[config.mk]
export PLATFORM = sky130hd
export DESIGN_NAME = sprite_motion_ctrl
export DESIGN_NICKNAME = d
export VERILOG_FILES = /design/src/rtl/vga_pkg.sv /design/src/rtl/axis_bounce.sv /design/src/rtl/sprite_motion_ctrl.sv
export SDC_FILE = /design/constraint.sdc
export NUM_CORES = 1
export LEC_CHECK = 0
export ABC_AREA = 0
export BUFFER_PORTS_ARGS = -buffer_cell sky130_fd_sc_hd__buf_2
export CAP_MARGIN = 10
export CORE_MARGIN = 1
export CORE_UTILIZATION = 45
export CTS_CLUSTER_SIZE = 25
export DETAILED_ROUTE_END_ITERATION = 10
export GPL_TIMING_DRIVEN = 0
export PLACE_DENSITY_LB_ADDON = 0.25
export SLEW_MARGIN = 20
export SYNTH_ARGS = -nofsm -noshare
export SYNTH_HDL_FRONTEND = slang
export SYNTH_SLANG_ARGS = --single-unit
[constraint.sdc]
create_clock -name clk -period 6.3 [get_ports clk]
set_input_delay 0.63 -clock clk [delete_from_list [all_inputs] [get_ports clk]]
set_output_delay 0.63 -clock clk [all_outputs]
set_load 0.1 [all_outputs]
[src/rtl/vga_pkg.sv]
// Shared display constants, FSM state type and axis helpers for sprite motion.
package vga_pkg;

  localparam int COORD_W  = 10;
  localparam int H_ACTIVE = 640;
  localparam int V_ACTIVE = 480;

  typedef enum logic [1:0] {
    ST_IDLE       = 2'd0,
    ST_WAIT_FRAME = 2'd1,
    ST_STEP       = 2'd2,
    ST_COMMIT     = 2'd3
  } motion_state_t;

  typedef struct packed {
    logic [COORD_W-1:0] p;
    logic               dir;
  } axis_t;

  // Pull an axis back inside a freshly applied bound; a zero bound parks it at 0 heading up.
  function automatic axis_t clamp_axis(axis_t a, logic [COORD_W-1:0] max_val);
    axis_t r;
    r = a;
    if (max_val == '0) begin
      r.p   = '0;
      r.dir = 1'b1;
    end else if (a.p > max_val) begin
      r.p   = max_val;
      r.dir = 1'b0;
    end
    return r;
  endfunction

endpackage

[src/rtl/axis_bounce.sv]
// One-axis step: move one pixel along dir, reverse on reaching either bound.
module axis_bounce
  import vga_pkg::*;
(
  input  logic [COORD_W-1:0] p,
  input  logic               dir,
  input  logic [COORD_W-1:0] max_val,
  output logic [COORD_W-1:0] p_next,
  output logic               dir_next,
  output logic               reversed
);

  logic up;

  // Next coordinate/direction; a position already sitting on a bound is walked back inside.
  always_comb begin
    p_next   = p;
    dir_next = dir;
    reversed = 1'b0;
    up       = dir;
    if (max_val == '0) begin
      p_next   = '0;
      dir_next = 1'b1;
    end else begin
      if (dir && (p >= max_val)) begin
        p_next = max_val - COORD_W'(1);
        up     = 1'b0;
      end else if (!dir && (p == '0)) begin
        p_next = COORD_W'(1);
        up     = 1'b1;
      end else if (dir) begin
        p_next = p + COORD_W'(1);
      end else begin
        p_next = p - COORD_W'(1);
      end
      if (p_next == max_val)  dir_next = 1'b0;
      else if (p_next == '0)  dir_next = 1'b1;
      else                    dir_next = up;
      reversed = (dir_next != dir);
    end
  end

endmodule

[src/rtl/sprite_motion_ctrl.sv]
// Frame-paced bouncing sprite origin with a double-buffered bounds/divider config.
//
// state       | meaning
// ------------+--------------------------------------------------------------
// ST_IDLE     | motion disabled, outputs hold
// ST_WAIT_FRAME| counting frame_start pulses against the divider
// ST_STEP     | next coordinates computed and registered
// ST_COMMIT   | new position visible, pos_valid (and bounce) pulse
module sprite_motion_ctrl
  import vga_pkg::*;
#(
  parameter int H_MAX     = 500,
  parameter int V_MAX     = 440,
  parameter int FRAME_DIV = 0
) (
  input  logic               clk,
  input  logic               rst_n,
  input  logic               enable,
  input  logic               frame_start,
  input  logic               cfg_valid,
  output logic               cfg_ready,
  input  logic [COORD_W-1:0] cfg_hmax,
  input  logic [COORD_W-1:0] cfg_vmax,
  input  logic [7:0]         cfg_div,
  output logic [COORD_W-1:0] pos_x,
  output logic [COORD_W-1:0] pos_y,
  output logic               dir_x,
  output logic               dir_y,
  output logic               pos_valid,
  output logic               bounce
);

  motion_state_t state, state_nxt;

  logic [1:0]         rst_sync;
  logic               run_ok;
  logic [COORD_W-1:0] hmax_reg, vmax_reg, sh_hmax, sh_vmax;
  logic [7:0]         div_reg, sh_div, frame_cnt, eff_cnt, eff_div;
  logic               pend, apply, counting, div_hit, bounce_q;
  logic [COORD_W-1:0] nx, ny;
  logic               ndx, ndy, rev_x, rev_y;
  axis_t              clamp_x, clamp_y;

  assign run_ok    = rst_sync[1];
  assign cfg_ready = ~pend;
  assign apply     = pend && frame_start && ((state == ST_IDLE) || (state == ST_WAIT_FRAME));
  assign eff_cnt   = apply ? 8'd0 : frame_cnt;
  assign eff_div   = apply ? sh_div : div_reg;
  assign counting  = (state == ST_WAIT_FRAME) && enable && frame_start;
  assign div_hit   = counting && (eff_cnt == eff_div);
  assign clamp_x   = clamp_axis('{p: pos_x, dir: dir_x}, sh_hmax);
  assign clamp_y   = clamp_axis('{p: pos_y, dir: dir_y}, sh_vmax);
  assign pos_valid = (state == ST_COMMIT);
  assign bounce    = pos_valid && bounce_q;

  axis_bounce u_axis_x (.p(pos_x), .dir(dir_x), .max_val(hmax_reg),
                        .p_next(nx), .dir_next(ndx), .reversed(rev_x));
  axis_bounce u_axis_y (.p(pos_y), .dir(dir_y), .max_val(vmax_reg),
                        .p_next(ny), .dir_next(ndy), .reversed(rev_y));

  // Reset asserts at once but releases the FSM only after two clean clock edges.
  always_ff @(posedge clk or negedge rst_n) begin
    if (!rst_n) rst_sync <= 2'b00;
    else        rst_sync <= {rst_sync[0], 1'b1};
  end

  // State register.
  always_ff @(posedge clk or negedge rst_n) begin
    if (!rst_n) state <= ST_IDLE;
    else        state <= state_nxt;
  end

  // Next-state logic; frame_start is only looked at while waiting for a frame.
  always_comb begin
    state_nxt = state;
    unique case (state)
      ST_IDLE:       if (enable && run_ok) state_nxt = ST_WAIT_FRAME;
      ST_WAIT_FRAME: if (!enable)          state_nxt = ST_IDLE;
                     else if (div_hit)     state_nxt = ST_STEP;
      ST_STEP:       state_nxt = ST_COMMIT;
      ST_COMMIT:     state_nxt = enable ? ST_WAIT_FRAME : ST_IDLE;
      default:       state_nxt = ST_IDLE;
    endcase
  end

  // Position/direction: stepped on leaving STEP, clamped when new bounds land.
  always_ff @(posedge clk or negedge rst_n) begin
    if (!rst_n) begin
      pos_x    <= '0;
      pos_y    <= '0;
      dir_x    <= 1'b1;
      dir_y    <= 1'b1;
      bounce_q <= 1'b0;
    end else if (state == ST_STEP) begin
      pos_x    <= nx;
      pos_y    <= ny;
      dir_x    <= ndx;
      dir_y    <= ndy;
      bounce_q <= rev_x | rev_y;
    end else if (apply) begin
      pos_x <= clamp_x.p;
      dir_x <= clamp_x.dir;
      pos_y <= clamp_y.p;
      dir_y <= clamp_y.dir;
    end
  end

  // Config shadow capture, apply on frame boundary, and frame divider count.
  always_ff @(posedge clk or negedge rst_n) begin
    if (!rst_n) begin
      pend      <= 1'b0;
      sh_hmax   <= '0;
      sh_vmax   <= '0;
      sh_div    <= '0;
      hmax_reg  <= COORD_W'(H_MAX);
      vmax_reg  <= COORD_W'(V_MAX);
      div_reg   <= 8'(FRAME_DIV);
      frame_cnt <= '0;
    end else begin
      if (apply) begin
        hmax_reg <= sh_hmax;
        vmax_reg <= sh_vmax;
        div_reg  <= sh_div;
        pend     <= 1'b0;
      end else if (cfg_valid && !pend) begin
        sh_hmax <= cfg_hmax;
        sh_vmax <= cfg_vmax;
        sh_div  <= cfg_div;
        pend    <= 1'b1;
      end
      if (counting)   frame_cnt <= div_hit ? 8'd0 : eff_cnt + 8'd1;
      else if (apply) frame_cnt <= '0;
    end
  end

endmodule

---- After elaboration in Yosys (flattened, before gate mapping) ----
Cells that the tools add are included.
cells by class
  $add $sub $neg .......................... 7
  order comparisons ....................... 4
  eq/ne operators ......................... 10
  multiplexer cells ....................... 47
  bitwise gates (word level) .............. 3
  reductions and logical operators ........ 33
operators by type and width
  cell                   count
  $mux 10                14
  $logic_not 10->1       8
  $mux 11                4
  $sub 10x1->10 const B  4
  $mux 8                 4
  $mux 1                 21
  $add 10x1->10 const B  2
  $eq 10x10->1           2
  $ge 10x10->1           2
  $gt 10x10->1           2
  $logic_and 1x1->1      12
  $add 8x1->8 const B    1
  $eq 8x8->1             1
  $pmux 2 s4             1
  $reduce_and 2->1       4
  $mux 2                 3
  $reduce_bool 3->1      2
  $eq 2x2->1 const B     2
  $reduce_bool 2->1      2
  $logic_not 1->1        3
  $ne 3x3->1 const B     1
  $eq 2x1->1 const B     1
  $logic_not 2->1        1
  $ne 1x1->1             2
  other kinds (4)        5
word-level totals
  register bits ........................... 92
  output and inout port bits .............. 25
  logic and storage cells ................. 119

---- Logic depth before layout (Yosys ltp) ----
  depth after elaboration ................. 12
  mapped depth ............................ 14
  gate-level depth less buffers ........... 12

---- Modules after synthesis ----
A second synthesis with hierarchy kept.
unflattened totals
  cell total of the unflattened synthesis .. 866
  area, all modules ....................... 7,418.4 um2
by module, submodules not included
  module                  instances  cells an instance  area each (um2)  seq. area each (um2)
  sprite_motion_ctrl      1          496                4,838.4          2,318.5
  axis_bounce (u_axis_x)  1          180                1,295.0          0.0
  axis_bounce (u_axis_y)  1          190                1,285.0          0.0

---- Least setup slack after synthesis ----
No wires, ideal clock.
  path type ............................... flip-flop to flip-flop
  start ................................... register dir_y
  end ..................................... register bounce_q
  setup time .............................. 0.090 ns
  arrival ................................. 3.700 ns
  required time ........................... 6.210 ns
  setup slack ............................. 2.511 ns
  cell stages (with the launch flop) ...... 13
  path buffers ............................ 0
  period minus slack after synthesis ...... 3.789 ns
  path through ............................ dfstp_2 > inv_1 > ha_1 > a211oi_1 > or3_1 > a32o_1 > xor2_1 > o22ai_1 > a21oi_1 > o221ai_1 > a2111o_1 > or3_1 > o2111ai_1
between the ends
  cells in the longest elaborated chain, start to end .. 12
  elaborated cells between the ends (all ways) .. 17
  those cells by class .................... 2 x eq/ne; 10 x mux; 1 x bitwise; 4 x reduce/logical
ends and longest elaborated chain
  item                    RTL line                   source
  start, declared         sprite_motion_ctrl.sv:28   output logic dir_y,
  start signal, assigned  sprite_motion_ctrl.sv:98   dir_y <= ndy;
  start signal, assigned  sprite_motion_ctrl.sv:104  dir_y <= clamp_y.dir;
  $logic_not 1->1         axis_bounce.sv:28          end else if (!dir && (p == '0)) begin
  $logic_and 1x1->1       axis_bounce.sv:28
  $mux 10                 axis_bounce.sv:28
  $mux 10                 axis_bounce.sv:25          if (dir && (p >= max_val)) begin
  $mux 10                 axis_bounce.sv:21          if (max_val == '0) begin
  $logic_not 10->1        axis_bounce.sv:37          else if (p_next == '0) dir_next = 1'b1;
  $mux 1                  axis_bounce.sv:37
  $mux 1                  axis_bounce.sv:36          if (p_next == max_val) dir_next = 1'b0;
  $mux 1                  axis_bounce.sv:21
  $ne 1x1->1 *            axis_bounce.sv:39          reversed = (dir_next != dir);
  $mux 1 *                axis_bounce.sv:21
  $or 1x1->1 *            sprite_motion_ctrl.sv:99   bounce_q <= rev_x | rev_y;
  end signal, assigned    sprite_motion_ctrl.sv:99
  end, declared           sprite_motion_ctrl.sv:39   logic pend, apply, counting, div_hit, bounce_q;
Every way passes the cells marked *; elsewhere a longest branch is shown, timed or not. The select of a mux whose other input is x is not followed.
A chain may end at the register's enable or synchronous reset.

---- Worst setup path in the final report ----
  start ................................... register dir_x
  end ..................................... register bounce_q
between the ends
  cells in the longest elaborated chain, start to end .. 12
  elaborated cells between the ends (all ways) .. 17
  those cells by class .................... 2 x eq/ne; 10 x mux; 1 x bitwise; 4 x reduce/logical
ends and longest elaborated chain
  item                    RTL line                   source
  start, declared         sprite_motion_ctrl.sv:27   output logic dir_x,
  start signal, assigned  sprite_motion_ctrl.sv:97   dir_x <= ndx;
  start signal, assigned  sprite_motion_ctrl.sv:102  dir_x <= clamp_x.dir;
  $logic_not 1->1         axis_bounce.sv:28
  $logic_and 1x1->1       axis_bounce.sv:28
  $mux 10                 axis_bounce.sv:28
  $mux 10                 axis_bounce.sv:25
  $mux 10                 axis_bounce.sv:21
  $logic_not 10->1        axis_bounce.sv:37
  $mux 1                  axis_bounce.sv:37
  $mux 1                  axis_bounce.sv:36
  $mux 1                  axis_bounce.sv:21
  $ne 1x1->1 *            axis_bounce.sv:39
  $mux 1 *                axis_bounce.sv:21
  $or 1x1->1 *            sprite_motion_ctrl.sv:99
Marked as above.

==> flow_metrics.tcl <==
set metrics [dict create \
    numClockSinks 92 \
    cp.required_ns 6.51 \
    syn_inst 806 \
    diodes 0 \
    hold_path.class "input pin to async pin" \
    dr.pass1.iters 8 \
    layout.nets 969 \
    grt-ovfl-total 0 \
    syn_area_per_cell_sq_um 8.43 \
    wl_per_cell_um 18.0 \
    fin_crit_sh_pct 65.3 \
    fmax_mhz 243 \
    endpoint_kind "register" \
    worstSetupStartpointType "register" \
    rsz0062_at_grt "false" \
    rr_startpoint "dir_x$_DFFE_PN1P_" \
    clkSlewWorstSetupHoldPaths_ns 0.07 \
    holdBufCountCts 0 \
    ctsResizeCount 0 \
    htreeDepth 3 \
    synth_edf_count 0 \
    portBuffers 57 \
    yosysWarnings 0 \
    dp_hpwl_mm 14.7 \
    r2r.worst_path.cells 13 \
    hold_viol_final 0 \
    synth_area_sq_um 6800 \
    critPathMaxFanout 11 \
    track_usage_pct 25.5 \
    yosys.area.top_type_share_pct 29.1 \
    grt_max_degree 52 \
    fillers 1418 \
    violations "DRC" \
    multi_input_area_sq_um 4150 \
    yosys.area.top_type "dfrtp_1" \
    async_flop_share_pct 100 \
    worstSetupPathType "register to register" \
    synth_fp_nets 900 \
    die_x_um 125 \
    io_pins 58 \
    fin_worst_skew_ns 0.00674 \
    num_vias 6270 \
    core_area_sq_um 14600 \
    yosysMostFrequentCell "nand2_1" \
    slew_viol_final 0 \
    die_y_um 125 \
    gp_congestion 0.903 \
    die_area_sq_um 15600 \
    layout-drive-gt1-share_pct 12.4 \
    viasPerCell 5.89 \
    area_growth_pct 12.5 \
    slew_headroom_pct 43.0 \
    grt_pass1_wl_mm 31.6 \
    drc 6 \
    synth-seq-cells 92 \
    grt_pass1_vias 5953 \
    cts_setup_buffers 0 \
    cap_violations 0 \
    postRouteAntennaNets 0 \
    netlist_top_cells_area "dfrtp_1, ha_1, nand2_1" \
    root_buffer "clkbuf_16" \
    rows 44 \
    start_util_pct 46.4 \
    wirelength_mm 19.2 \
    numCtsBuffers 9 \
    finalCriticalPeriod_ns 4.11 \
    fin_setup_tns_ns 0 \
    yosysSeqAreaShare_pct 34.1 \
    synth.distinct_cells 69 \
    synthTopCellsByCount "nand2_1, dfrtp_1, o21ai_0, ha_1, inv_1" \
    clk_latency_ns 0.34 \
    reg2reg_setup_slack_ns 2.19 \
    cts_tree "yes" \
    drtIter0Drc 537 \
    cts_max_path_buffers 2 \
    synth_ff_type "dfrtp_1" \
    status "finished with violations" \
    seqCellArea_sq_um 2320 \
    r2r-end "bounce_q$_DFFE_PN0P_" \
    setup_viol 0 \
    tightest_slew_ns 0.855 \
    worstPathArrival_ns 4.32 \
    antenna_found_initial 0 \
]
through the flow:
step / utilization, % / std cells / setup WS [ns] / area (sq um) / hold WS [ns]
after global routing: 52.2 / 1064 / 1.97 / 7650 / 0.222
after CTS: 52.2 / 1064 / 2.27 / 7650 / 0.221
after detailed placement: 50.2 / 1048 / 2.29 / 7350 / 0.345
after floorplan: - / 806 / 2.51 / 6800 / 0.331
after global placement: 49.9 / 1047 / 2.27 / 7310 / 0.335
final: 52.2 / 1064 / 2.19 / 7650 / 0.203
critical path, cell delays in order, from the launching register on:
cell and delay (ns):
dfstp_2 0.54, clkbuf_1 0.28, inv_1 0.30, ha_1 0.35, a211o_1 0.34, o21ai_1 0.16, xnor2_1 0.22, mux2_2 0.38
o311ai_1 0.36, and4b_1 0.28, a32oi_1 0.10, o211a_1 0.27, xnor2_1 0.26, o2111ai_1 0.14
layout by cell type, fill, tap and decap left out, types with 7 or more instances in the layout:
cell type	Yosys	routed
xnor2_1	29	29
nand3_1	26	26
buf_2	3	59
or3_1	9	9
nor4_1	16	16
ha_1	59	59
nor3_1	21	21
a31oi_1	8	8
a21oi_1	47	47
o21a_1	12	12
a21o_1	7	7
a211oi_1	13	13
nand4_1	9	9
dfstp_2	13	13
nand2_1	110	110
o31ai_1	7	7
clkbuf_1	26	26
clkbuf_16	0	9
inv_1	57	57
mux2_2	12	12
dfrtp_1	79	79
o21ai_0	66	66
xor2_1	19	19
nor2_1	53	53
o21ai_1	7	7
cell families (layout without fill, tap and decap cells):
logic type,Yosys count,count (layout),share of synthesized area (%)
adders and majority gates,61,61,11.4
and+or+nand+nor,277,277,19.0
xor gates and xnor gates,49,49,6.52
buffers and inverters,88,162,4.91
AOI/OAI and AO/OA,223,223,21.6
DFF,92,92,34.1
other,1,1,0.0552
muxes,15,15,2.43
area by class of cell:
cell class | count | share of cell area, %
inverters | 57 | 2.80
clock inverters | 7 | 0.982
multi-input cells | 626 | 54.2
clock buffers | 9 | 2.95
repair buffers | 58 | 4.17
flip-flops and latches | 92 | 30.3
well taps | 184 | 3.01
plain buffers | 31 | 1.57
how the worst max path moves through the flow:
| stage | depth (start not counted) | start | end | slack, ns |
|---|---|---|---|---|
| detailed placement | 13 | dir_x$_DFFE_PN1P_ | bounce_q$_DFFE_PN0P_ | 2.29 |
| floorplan | 12 | dir_y$_DFFE_PN1P_ | bounce_q$_DFFE_PN0P_ | 2.51 |
| global placement | 13 | dir_x$_DFFE_PN1P_ | bounce_q$_DFFE_PN0P_ | 2.27 |
| finish | 13 | dir_x$_DFFE_PN1P_ | bounce_q$_DFFE_PN0P_ | 2.19 |
| global route | 13 | dir_x$_DFFE_PN1P_ | bounce_q$_DFFE_PN0P_ | 1.97 |
| CTS | 13 | dir_x$_DFFE_PN1P_ | bounce_q$_DFFE_PN0P_ | 2.27 |
layer usage:
layer	up-vias	global-route usage (%)	routed length [um]
met4	0	5.31	201
met2	219	38.3	8250
met3	18	4.55	1380
met1	2984	38.1	9350
li1	3049	-	-
met5	-	0	0
Power is left out: the tool's default activity adds up to more than one toggle a clock period on the data nets, which glitch-free logic cannot reach.
